--- config.mk ---
export PLATFORM = sky130hd
export DESIGN_NAME = alu_mul_sequencer
export DESIGN_NICKNAME = d
export VERILOG_FILES = /design/src/rtl/alu_mul_sequencer.sv
export SDC_FILE = /design/constraint.sdc
export NUM_CORES = 1
export LEC_CHECK = 0
export CAP_MARGIN = 20
export CELL_PAD_IN_SITES_DETAIL_PLACEMENT = 0
export CELL_PAD_IN_SITES_GLOBAL_PLACEMENT = 2
export CORE_MARGIN = 1
export CORE_UTILIZATION = 28
export CTS_BUF_LIST = sky130_fd_sc_hd__clkbuf_4 sky130_fd_sc_hd__clkbuf_8 sky130_fd_sc_hd__clkbuf_16
export DETAILED_ROUTE_END_ITERATION = 7
export PLACE_DENSITY_LB_ADDON = 0.08
export SLEW_MARGIN = 20
export SYNTH_ARGS = -nofsm -noshare
export SYNTH_HDL_FRONTEND = slang
export SYNTH_SLANG_ARGS = --single-unit
export TNS_END_PERCENT = 50
--- constraint.sdc ---
create_clock -name Clock -period 4.9 [get_ports Clock]
set_clock_uncertainty 0.15 [all_clocks]
set_input_delay 1.225 -clock Clock [delete_from_list [all_inputs] [get_ports Clock]]
set_output_delay 1.225 -clock Clock [all_outputs]
set_load 0.05 [all_outputs]
--- src/rtl/alu_mul_sequencer.sv ---
// Shift-and-add multiplier controller: produces the low 32 bits of an unsigned
// 32x32 product by stepping an external combinational ALU through ADD/LSL/LSR.
module alu_mul_sequencer (
    input  logic        Clock,
    input  logic        Reset,
    input  logic        Start,
    input  logic [31:0] MulA,
    input  logic [31:0] MulB,
    output logic        Busy,
    output logic        Done,
    output logic [31:0] Result,
    output logic        AddCarry,
    output logic [31:0] ALU_A,
    output logic [31:0] ALU_B,
    output logic [4:0]  ALU_FunSel,
    output logic        ALU_WF,
    input  logic [31:0] ALUOut,
    input  logic [3:0]  ALUFlags
);

    localparam logic [4:0] FS_IDLE = 5'b10000;
    localparam logic [4:0] FS_ADD  = 5'b10100;
    localparam logic [4:0] FS_LSL  = 5'b11011;
    localparam logic [4:0] FS_LSR  = 5'b11100;

    typedef enum logic [2:0] {S_IDLE, S_ADD, S_SHL, S_SHR, S_DONE} state_t;

    state_t      state_q, state_d;
    logic [31:0] m_q, m_d;
    logic [31:0] q_q, q_d;
    logic [31:0] p_q, p_d;
    logic [5:0]  cnt_q, cnt_d;
    logic        carry_acc_q, carry_acc_d;
    logic [31:0] result_q, result_d;
    logic        add_carry_q, add_carry_d;

    // Only the carry flag matters to this controller.
    logic unused_flags;
    assign unused_flags = ^{ALUFlags[3], ALUFlags[1:0]};

    always_comb begin
        state_d     = state_q;
        m_d         = m_q;
        q_d         = q_q;
        p_d         = p_q;
        cnt_d       = cnt_q;
        carry_acc_d = carry_acc_q;
        result_d    = result_q;
        add_carry_d = add_carry_q;
        ALU_A       = '0;
        ALU_B       = '0;
        ALU_FunSel  = FS_IDLE;
        ALU_WF      = 1'b0;

        unique case (state_q)
            S_IDLE: begin
                if (Start) begin
                    m_d         = MulA;
                    q_d         = MulB;
                    p_d         = '0;
                    cnt_d       = '0;
                    carry_acc_d = 1'b0;
                    if (MulB == '0)
                        state_d = S_DONE;
                    else if (MulB[0])
                        state_d = S_ADD;
                    else
                        state_d = S_SHL;
                end
            end
            S_ADD: begin
                ALU_A       = p_q;
                ALU_B       = m_q;
                ALU_FunSel  = FS_ADD;
                ALU_WF      = 1'b1;
                p_d         = ALUOut;
                carry_acc_d = carry_acc_q | ALUFlags[2];
                state_d     = S_SHL;
            end
            S_SHL: begin
                ALU_A      = m_q;
                ALU_FunSel = FS_LSL;
                m_d        = ALUOut;
                state_d    = S_SHR;
            end
            S_SHR: begin
                ALU_A      = q_q;
                ALU_FunSel = FS_LSR;
                q_d        = ALUOut;
                cnt_d      = cnt_q + 6'd1;
                // Stop early once the remaining multiplier bits are all zero.
                if (ALUOut == '0 || cnt_q == 6'd31)
                    state_d = S_DONE;
                else if (ALUOut[0])
                    state_d = S_ADD;
                else
                    state_d = S_SHL;
            end
            S_DONE: begin
                result_d    = p_q;
                add_carry_d = carry_acc_q;
                state_d     = S_IDLE;
            end
            default: state_d = S_IDLE;
        endcase
    end

    always_ff @(posedge Clock) begin
        if (Reset) begin
            state_q     <= S_IDLE;
            m_q         <= '0;
            q_q         <= '0;
            p_q         <= '0;
            cnt_q       <= '0;
            carry_acc_q <= 1'b0;
            result_q    <= '0;
            add_carry_q <= 1'b0;
        end else begin
            state_q     <= state_d;
            m_q         <= m_d;
            q_q         <= q_d;
            p_q         <= p_d;
            cnt_q       <= cnt_d;
            carry_acc_q <= carry_acc_d;
            result_q    <= result_d;
            add_carry_q <= add_carry_d;
        end
    end

    assign Busy     = (state_q != S_IDLE);
    assign Done     = (state_q == S_DONE);
    assign Result   = result_q;
    assign AddCarry = add_carry_q;

endmodule

* Yosys cells after proc, flatten, opt, wreduce, memory -nomap -nowiden
Cells that the tools add are included.
** Operators by class
- Bitwise logic cells :: 1
- Multiply operators :: 0
- Multiplexer cells :: 20
- Order comparisons :: 0
- Add/sub/neg operators :: 1
- Eq/ne operators :: 6
- Divide/modulo/power cells :: 0
- Reduce and logical (&&, ||, !) cells :: 11
- Shift operators :: 0
** Operators by type and width (count)
- $pmux W32 S2 :: 3
- $mux W32 :: 4
- $pmux W32 S3 :: 1
- $logic_not A32 Y1 :: 2
- $pmux W3 S4 :: 1
- $pmux W4 S3 :: 1
- $pmux W6 S2 :: 1
- $mux W3 :: 3
- $add A6 B1 Y6 const B :: 1
- $eq A3 B2 Y1 const B :: 2
- $eq A6 B5 Y1 const B :: 1
- $mux W6 :: 1
- $reduce_and A2 Y1 :: 3
- $reduce_bool A2 Y1 :: 3
- $mux W2 :: 2
- $eq A3 B1 Y1 const B :: 1
- $eq A3 B3 Y1 const B :: 1
- $logic_not A3 Y1 :: 1
- $reduce_bool A3 Y1 :: 1
- $mux W1 :: 2
- $ne A2 B2 Y1 const B :: 1
- $pmux W1 S2 :: 1
- $logic_or A1 B1 Y1 :: 1
- $or A1 B1 Y1 :: 1
** Word-level totals
- Memory bits (read-only) :: 0
- Flip-flop bits (word level) :: 139
- Memories :: 0
- Bits of input ports :: 103
- Output and inout bits :: 105
- Word-level logic and storage cells :: 47
- Latch bits :: 0
- Bits in writable memories :: 0

* Logic depth before layout (Yosys ltp)
- Depth after elaboration :: 4
- Mapped depth :: 9
- Depth with buffers taken out :: 6

* Worst setup path after synthesis
No wires, ideal clock.
- Path type :: register to output
- Start :: register state_q[0]
- End :: output port ALU_B[22]
- Data arrival time :: 2.320 ns
- Setup slack :: 1.205 ns
- Data required time :: 3.525 ns
- Path buffers :: 3
- Stages on the path, launching flop included :: 8
- Path through :: dfxtp_1 > buf_6 > and2b_1 > nand2b_1 > clkbuf_1 > inv_1 > clkbuf_1 > and2_1
** Between the ends
- Longest elaborated chain between the ends :: 2
** Ends and longest elaborated chain
- start: declaration :: line 28 : state_t state_q, state_d;
- start signal: assignment :: line 119 : state_q <= state_d;
- $eq A3 B1 Y1 :: line 55 : unique case (state_q)
- $mux W32 :: line 55
- end: declaration :: line 14 : output logic [31:0] ALU_B,
No other way between the ends.

* Worst setup path in the final report
- Start :: register state_q[1]
- End :: output port ALU_A[2]
** Between the ends
- Longest elaborated chain between the ends :: 2
- Elaborated cells on any way between the ends :: 4
- Classes of those cells :: eq/ne: 3; mux: 1
** Ends and longest elaborated chain
- $eq A3 B2 Y1 / $eq A3 B1 Y1 (equally long branches) :: line 55
- $pmux W32 S3 * :: line 55
- end: declaration :: line 13 : output logic [31:0] ALU_A,
Mark *: on every way between the ends. The rest lies on a longest branch, timed or not.

==> impl_results.md <==
- Status: finished, final reports clean
- FFs w/ async S/R, synth: 0%
- Post-synth top area share: about two fifths
- Area Growth Syn to Fin: 40.96%
- Synth cell types: 36
- Synthesis warning total: 0
- Final Non-Filler Cells: 1381
- Tmin final: between 4000 and 5000 ps
- Synth top cells by count: 186 x nand2_1, 156 x nor2_1, 139 x dfxtp_1
- Maximum VDD drop: between 0.2 and 0.25 mV
- Type of origin of the critical path: flip-flop
- Synth Cell Area: roughly 6800 um2
- Final ANT Viol Nets: 0
- H-tree Lvls: 4
- Kind of critical path: reg2out
- # setup viols final: 0
- # hold bufs at CTS: 0
- Post-CTS Repair Setup Buffers: 0
- Worst path required time: approximately 3500 ps
- Vias/cell: between 4 and 5
- Root Driver: clkbuf_16
- Drt pass-1 iters: 4
- Die Width: 157.3 um
- Final global-route overflow total: 0
- Max cap viols: 0
- Placed Cells: roughly 1300
- Largest net degree at the start of global routing: 70
- Share of cells above drive strength 1: 13.28%
- Detailed placement HPWL: about 18000 um
- Core Region: 23540 um2
- Fmax achieved: 0.2449 GHz
- Worst path slowest cell: clkdlybuf4s50_1
- Resize count post-CTS: 0
- Critical path's largest stage delay: between 700 and 800 ps
- Clk sinks: between 100 and 150
- Critical Path End Type: primary output
- Die area: ~25000 um2
- Part of the Yosys area used for sequential elements: around two fifths
- Vias in the first global route: about 6800
- Reg-to-Reg Start: state_q[0]
- Area leader, netlist: dfxtp_1
- Final hold slack: 304.8 ps
- Worst path cell trace: buf_4, mux2_2, a22oi_1, nor2_1, clkdlybuf4s50_1
- Top post-synthesis cells by area: dfxtp_1 41%, nand2_1 10%, nor2_1 8.7%
- Num CTS Buffers: 17
- Total track usage: 22.19%
- Lkg Pwr: between 3 and 4 nW
- Worst min-delay path class: reg2reg
- Worst hold start: Result[25]
- Crit-path max FO: 25
- Routed Wire Length: between 20000 and 30000 um
- PD cells: ~430 nW/um2
- Fill cells: about 2500
- Die height: about 160 um
- Setup TNS: 0 ps
- Final nets: roughly 1200
- Residual DRC: 0
- Tcrit/Tclk final: a little over four fifths
- Most used DFF post-synth: dfxtp_1
- Most frequent cell after synthesis: nand2_1
- WL/cell: 19.64 um
- Mean post-synth cell area: between 7 and 8 um2
- Placed inst area: around 9000 um2
- Arrival @ worst endpoint: between 2000 and 3000 ps
- Critical path launch point: state_q[1]
- First-pass GRT wire length: 40920 um
- Cells after Synth: roughly 890
- Placer congestion estimate: 0.7484
- # IOs: between 200 and 250
- Slew margin rel.: about 46%
- # diodes: 0
- Initial drt markers: approximately 380
- Buffers on Ports: 203
- Initial antenna violation count: 0
- Max Slew Vio Count: 0
- Mapped Nets: ~990
- Finished Core Util: between 40% and 50%
- TritonCTS clock tree: done
- Worst slew pin tran: about 810 ps
- Final instance area: 9515 um2
- Row count: 56
- Clk pin slew, worst setup/hold paths: ~60 ps
- Clock buffer depth: 2
- Clock Latency Late Sink: 420 ps
- EDFF count, synth: 0
- Initial core utilization: between 20% and 30%
- Hold Fails Final Rpt: 0
- Synth Register Bits: between 100 and 150
- RSZ-0062 raised after global routing: no
- Routed vias: approximately 6800
kinds of logic (layout without fill, tap and decap cells):
| kind of cell | Yosys count | count (layout) | synth area share (%) |
|---|---|---|---|
| other cells | 1 | 1 | 0.05555 |
| simple gates | 472 | 472 | 32.47 |
| flops | 139 | 139 | 41.22 |
| compound gates | 158 | 158 | 15.01 |
| mux | 33 | 33 | 5.505 |
| buf+inv | 85 | 258 | 5.542 |
| fa+ha+maj | 1 | 1 | 0.1853 |
registers in the layout, indices dropped and copies added (netlist names):
signal       count
p_q             32
q_q             32
m_q             32
state_q          3
Result          32
cnt_q            6
AddCarry         1
carry_acc_q      1
power by group:
group          leakage (nW)  total (mW)  internal (mW)  switching, mW
clock                 0.271        1.31          0.771          0.539
combinational          2.03        1.38          0.474          0.902
sequential             1.14        1.42           1.29          0.129
total                  3.44        4.11           2.54           1.57
critical path, delay by kind of cell, from the launching register on:
family | cells | cell delay [ps]
buffers and inverters | 2 | 1110
AO/OA/AOI/OAI | 1 | 150
AND/OR/NAND/NOR | 1 | 60
multiplexers | 1 | 380
flip-flops | 1 | 590
cell type report:
cell class	count	area, um2	share of cell area [%]
Clock buffer	19	446.7	4.694
Clock inverter	13	145.1	1.525
Inverter	5	18.77	0.1972
Multi-Input combinational cell	665	3605	37.88
Sequential cell	139	2786	29.28
Tap cell	319	399.1	4.195
Timing Repair Buffer	221	2115	22.22
through the flow:
| step | power [mW] | worst slack (ps) |
|---|---|---|
| 2_1_floorplan | 2.329 | 1205 |
| 3_3_place_gp | 2.831 | 1216 |
| 3_5_place_dp | 2.834 | 1239 |
| 4_1_cts | 4.154 | 773.1 |
| 5_1_grt | 4.317 | 675.5 |
| 6_report | 4.110 | 816.8 |
final timing paths:
path                      to  slack [ps]  cells after the start
setup / recovery    ALU_A[2]         820                      5
hold / removal    Result[25]         300                      2
setup reg to reg  state_q[1]        2280                      7
hold reg to reg   Result[25]         300                      2
layout by cell type, fill, tap and decap left out, types with 4 or more instances in the layout:
| cell | n |
|---|---|
| a21oi_1 | 87 |
| a22oi_1 | 31 |
| a311oi_1 | 33 |
| and2_1 | 33 |
| buf_4 | 43 |
| clkbuf_16 | 17 |
| clkdlybuf4s50_1 | 177 |
| clkinvlp_4 | 6 |
| dfxtp_1 | 136 |
| mux2_2 | 33 |
| nand2_1 | 185 |
| nand3_1 | 35 |
| nor2_1 | 156 |
| nor3_1 | 4 |
| nor4_1 | 22 |
| nor4_2 | 20 |
routing by layer:
layer / wire (um) / vias to the layer above / global-route usage [%]
li1: - / 3356 / -
met1: 13130 / 3214 / 30.79
met2: 12100 / 198 / 34.66
met3: 1614 / 18 / 5.204
met4: 292 / 0 / 4.901
met5: 0 / - / 0
Note: power is estimated with default switching activity, not from simulation.
==> RTL edit 1: new RTL, config.mk and constraints unchanged <==
Compare `cnt_q` against `6'd31` with >= in place of ==.
--- a/src/rtl/alu_mul_sequencer.sv
+++ b/src/rtl/alu_mul_sequencer.sv
@@ -89,7 +89,7 @@
                 q_d        = ALUOut;
                 cnt_d      = cnt_q + 6'd1;
                 // Stop early once the remaining multiplier bits are all zero.
-                if (ALUOut == '0 || cnt_q == 6'd31)
+                if (ALUOut == '0 || cnt_q >= 6'd31)
                     state_d = S_DONE;
                 else if (ALUOut[0])
                     state_d = S_ADD;
Behaviour: no difference found for any inputs over 10 cycles, from zero or initial values and one cycle with Reset high; that may be too few to reach the edited logic, so the function may still have changed.
==> RTL edit 1 against the unedited design <==
Largest cell class unchanged; critical endpoint is now ALU_A[22]; power decreased by 10%; routed wire length decreased by 0.96%; global-route usage decreased by 0.22 points; cell area decreased by 0.75%; area after synthesis decreased by 0.54%; sequential cell count unchanged; via count increased by 1.9%; worst setup slack got worse by 0.21 ns.
==> RTL edit 1: results (changes against the unedited design) <==
| Metric | Value |
|---|---|
| CP arrival | 2.92 ns (+0.21 ns) |
| Crit path max fanout | 36 (+44%) |
| Hold wc startpoint | Result[24] |
| Status | finished, final reports clean |
| Top cells by area, synth | dfxtp_1 (41%), nand2_1 (12%), a21oi_1 (8.7%) |
| Synth Area in XOR/XNOR | 0% (unchanged) |
| DP Worst Slack | 1.02 ns (-0.218 ns) |
| DP HPWL | 18700 um (+6.8%) |
| Placement Cell Area | 8860 um2 (-0.74%) |
| Power Dens Cells | 391 nW/um2 (-9.6%) |
| First-pass GRT wire length | 40500 um (-1.1%) |
| Crit path launch | state_q[0] |
| FF-to-FF End | p_q[15] |
| Mux contribution to synthesized area | 5.37% (-0.14 points) |
| CP max-delay cell | dfxtp_2 |
| WL/cell | 19.3 um (-1.7%) |
| Hold_ws | 0.302 ns (-0.00291 ns) |
| Share of cells above drive strength 1 | 11.4% (-1.9 points) |
| Compound-gate portion of the synthesized area | 17.4% (+2.4 points) |
| Hold Crit Endpoint | Result[24] |
| GP Congestion | 0.833 (+11%) |
| Period utilization | 87.6% (+4.2 points) |
| Combinational cell power | 0.00101 W (-27%) |
| Switching pwr | 0.00127 W (-19%) |
| Worst-margin pin slew | 0.936 ns (+0.129 ns) |
| Sequential fraction of the synthesis area | 41.4% (+0.22 points) |
| Cells after synthesis | 906 (+1.9%) |
| Adder and majority cell fraction of the synthesized area | 0.186% (+0.0010 points) |
| Post-synth top cells | nand2_1 (212), dfxtp_1 (139), nor2_1 (126) |
| Syn_nets | 1010 (+1.7%) |
| Worst vdd ir | 0.157 mV (-25%) |
| Final #Nets | 1166 (+1.1%) |
| Worst setup endpoint | ALU_A[22] |
| R2R cell count | 6 (-1) |
| Leakage power | 3.44 nW (about the same) |
| Post-DR vias/cell | 4.97 (+1.1%) |
| Power share of the clock group | 35.6% (+3.7 points) |
| Largest net degree at the start of global routing | 79 (+13%) |
| Reg-to-reg setup timing slack | 2.17 ns (-0.11 ns) |
| GR Util All Layers | 22.0% (-0.22 points) |
| Router iterations before antenna repair | 5 (+1) |
| Fillers | 2467 (+0.41%) |
| Initial DRC count | 482 (+29%) |
| Slowest Stage Delay on Critical Path | 0.91 ns (+0.18 ns) |
| Vias in the first global route | 6547 (-3.2%) |
RTL edit 1: cell types whose count changed after synthesis, sizes merged, moves of 3 or more:
cell / delta
nand2: +25
nor2: -29
o21ai: +3
buf: +11
a21oi: +30
nor4: -15
clkbuf: -7
RTL edit 1: final cells by class:
cell class	count	area, um2	share of cell area, %
Sequential cell	139	2790	29.5
Clock inverter	11	148	1.56
Tap cell	319	399	4.23
Multi-Input combinational cell	680	3540	37.5
Inverter	3	11.3	0.119
Clock buffer	18	439	4.65
Timing Repair Buffer	221	2120	22.4
RTL edit 1: worst max-delay path: cells and delay by family (launching register included):
family | cells | cell delay, ns
muxes | 1 | 0.37
AOI/OAI and AO/OA | 1 | 0.14
buffers and inverters | 2 | 1.02
DFF | 1 | 0.91
and+or+nand+nor | 1 | 0.05
RTL edit 1: per-layer routing:
layer	routed length [um]	GRT usage, %
met5	0	0
met4	233	5.18
met3	1480	4.13
met2	11000	29.9
met1	14100	34.4
==> RTL edit 2: new RTL, same flow settings <==
Made on the original files. Re-encode `state_t` (5 states) as one-hot, 5 bits wide.
--- a/src/rtl/alu_mul_sequencer.sv
+++ b/src/rtl/alu_mul_sequencer.sv
@@ -23,7 +23,7 @@
     localparam logic [4:0] FS_LSL  = 5'b11011;
     localparam logic [4:0] FS_LSR  = 5'b11100;
 
-    typedef enum logic [2:0] {S_IDLE, S_ADD, S_SHL, S_SHR, S_DONE} state_t;
+    typedef enum logic [4:0] {S_IDLE = 5'b00001, S_ADD = 5'b00010, S_SHL = 5'b00100, S_SHR = 5'b01000, S_DONE = 5'b10000} state_t;
 
     state_t      state_q, state_d;
     logic [31:0] m_q, m_d;
Function: no difference found for any inputs over 10 cycles, from zero or initial values and one cycle with Reset high; not proved beyond that.
==> RTL edit 2 against the unedited design <==
Worst setup slack got worse by 0.065 ns; critical path depth rose by 2; routed wire length decreased by 9.7%; first-iteration DRC count grew 37%; final cell count fell by 5.8%; sequential cell count grew 2; area after synthesis is 4.4% lower; register-to-register slack improved by 0.32 ns; cell area shrank 1.6%; highest routed layer unchanged.
Power is not compared: it rests on default switching activity, and its combinational part moved more than twofold at a synthesized area within 25%.
==> RTL edit 2: results (changes against the unedited design) <==
| Metric | Value |
|---|---|
| Status | finished, final reports clean |
| DP HPWL | 15600 um (-11%) |
| DRT Wirelength | 24500 um (-9.7%) |
| Ant diodes | 0 (unchanged) |
| Post-DR vias/cell | 5.11 (+4.0%) |
| Share of cells above drive strength 1 | 10.6% (-2.6 points) |
| Num CTS Buffers | 17 (unchanged) |
| Largest net degree at the start of global routing | 69 (-1.4%) |
| Port Buffers | 203 (unchanged) |
| Post-synth top cells | nand2_1 (237), dfxtp_1 (141), nor2_1 (72) |
| Placed Cells | 1269 (-5.9%) |
| CTS Root Cell | clkbuf_16 |
| WL/cell | 18.8 um (-4.1%) |
| Initial antenna violation count | 0 (unchanged) |
| Syn_nets | 947 (-4.6%) |
| Postcts setup bufs | 0 (unchanged) |
| Post-CTS sizing | 0 (unchanged) |
| Avg Cell Area, Syn | 7.65 um2 (+0.77%) |
| Clk slew on worst S/H paths | 0.06 ns (about the same) |
| CP max-delay cell | clkinv_2 |
| GR Util All Layers | 21.1% (-1.1 points) |
| Delay-heaviest family, CP | buffers and inverters |
| Grt met3 use | 4.62% (-0.58 points) |
| Final #Nets | 1107 (-4.0%) |
| Sequential fraction of the synthesis area | 43.8% (+2.5 points) |
| Crit path max fanout | 42 (+68%) |
| Yosys warnings | 0 (unchanged) |
| GRT met1 Usage | 28.9% (-1.9 points) |
| Slowest Stage Delay on Critical Path | 0.54 ns (-0.19 ns) |
| Top cells by area, synth | dfxtp_1 (44%), nand2_1 (14%), a311oi_1 (8.7%) |
| Skew-Pair Late Insertion Delay | 0.42 ns (about the same) |
| Vias in the first global route | 6628 (-2.0%) |
| Clock buffer depth | 2 (unchanged) |
| H-tree depth | 4 (unchanged) |
| Distinct cells, synth | 38 (+5.6%) |
| GP Congestion | 0.737 (-1.6%) |
| Worst vdd ir | ~0.16 mV |
| Router iterations before antenna repair | 6 (+2) |
| Initial DRC count | 515 (+37%) |
| Post-synth ARST share | 0% (unchanged) |
| Min-delay worst type | reg2reg |
| Met2 Usage GRT | 33.4% (-1.3 points) |
| First-pass GRT wire length | 38700 um (-5.5%) |
| Worst slew margin | 34.7% (-11 points) |
| CP arrival | 2.77 ns (+0.06 ns) |
| Leakage power | 3.50 nW |
RTL edit 2: changes by cell type in the layout (fill, tap and decap cells not counted), sizes merged, moves of 18 or more:
cell | before | now
nor2 | 156 | 72
inv | 5 | 34
a22oi | 31 | 0
clkdlybuf4s50 | 177 | 149
nor4 | 42 | 17
mux2 | 33 | 0
buf | 44 | 67
a21oi | 87 | 69
a311oi | 33 | 64
nand2 | 187 | 237
a222oi | 0 | 32
RTL edit 2: where the power goes:
part	switching [W]	internal [W]	leakage, nW	total, W
clock	0.000527	0.000881	0.294	0.00141
sequential	0.0000671	0.00124	1.15	0.00131
combinational	0.000370	0.000215	2.06	0.000586
RTL edit 2: metal layers:
layer	vias to the layer above	wire [um]
li1	3275	-
met5	-	0
met4	0	284
met3	21	1400
met1	3125	11700
met2	228	11100
RTL edit 2: final cells by class:
| cell class | instances | area, um2 |
|---|---|---|
| clock buffers | 19 | 453 |
| clock inverters | 13 | 188 |
| fillers | 2367 | 13300 |
| inverters | 35 | 133 |
| multi-input cells | 592 | 3150 |
| flip-flops and latches | 141 | 2820 |
| well taps | 285 | 357 |
| repair buffers | 216 | 2260 |
RTL edit 2: cell families (layout without fill, tap and decap cells):
family | after synthesis | after routing | synth area share [%]
adders and majority gates | 1 | 1 | 0.194
other | 1 | 1 | 0.0581
AOI/OAI and AO/OA | 172 | 172 | 19.9
DFF | 141 | 141 | 43.8
and+or+nand+nor | 414 | 414 | 27.8
xor gates and xnor gates | 4 | 4 | 0.543
buffers and inverters | 110 | 283 | 7.74
RTL edit 2: worst paths after layout:
| kind | start | end | depth (start not counted) | slack (ns) |
|---|---|---|---|---|
| min | Result[9] | Result[9] | 2 | 0.30 |
| min reg2reg | Result[9] | Result[9] | 2 | 0.30 |
| max | state_q[3] | ALU_A[24] | 7 | 0.75 |
| max reg2reg | state_q[1] | q_q[9] | 5 | 2.60 |
RTL edit 2: per-stage QoR:
stage | hold slack, ns | util [%] | area, um2 | setup slack [ns]
2_1_floorplan | 0.282 | - | 6450 | 1.52
3_3_place_gp | 0.292 | 38.5 | 8720 | 1.15
3_5_place_dp | 0.296 | 38.5 | 8720 | 1.18
4_1_cts | 0.305 | 41.3 | 9360 | 0.706
5_1_grt | 0.320 | 41.3 | 9360 | 0.510
6_report | 0.302 | 41.3 | 9360 | 0.752
RTL edit 2: worst register-to-register path, cell delays in order (launching register included):
cell and delay [ns]:
dfxtp_1 0.35, nor3_4 0.33, nand3_4 0.61, buf_12 0.49, nand2_1 0.12, a311oi_1 0.09
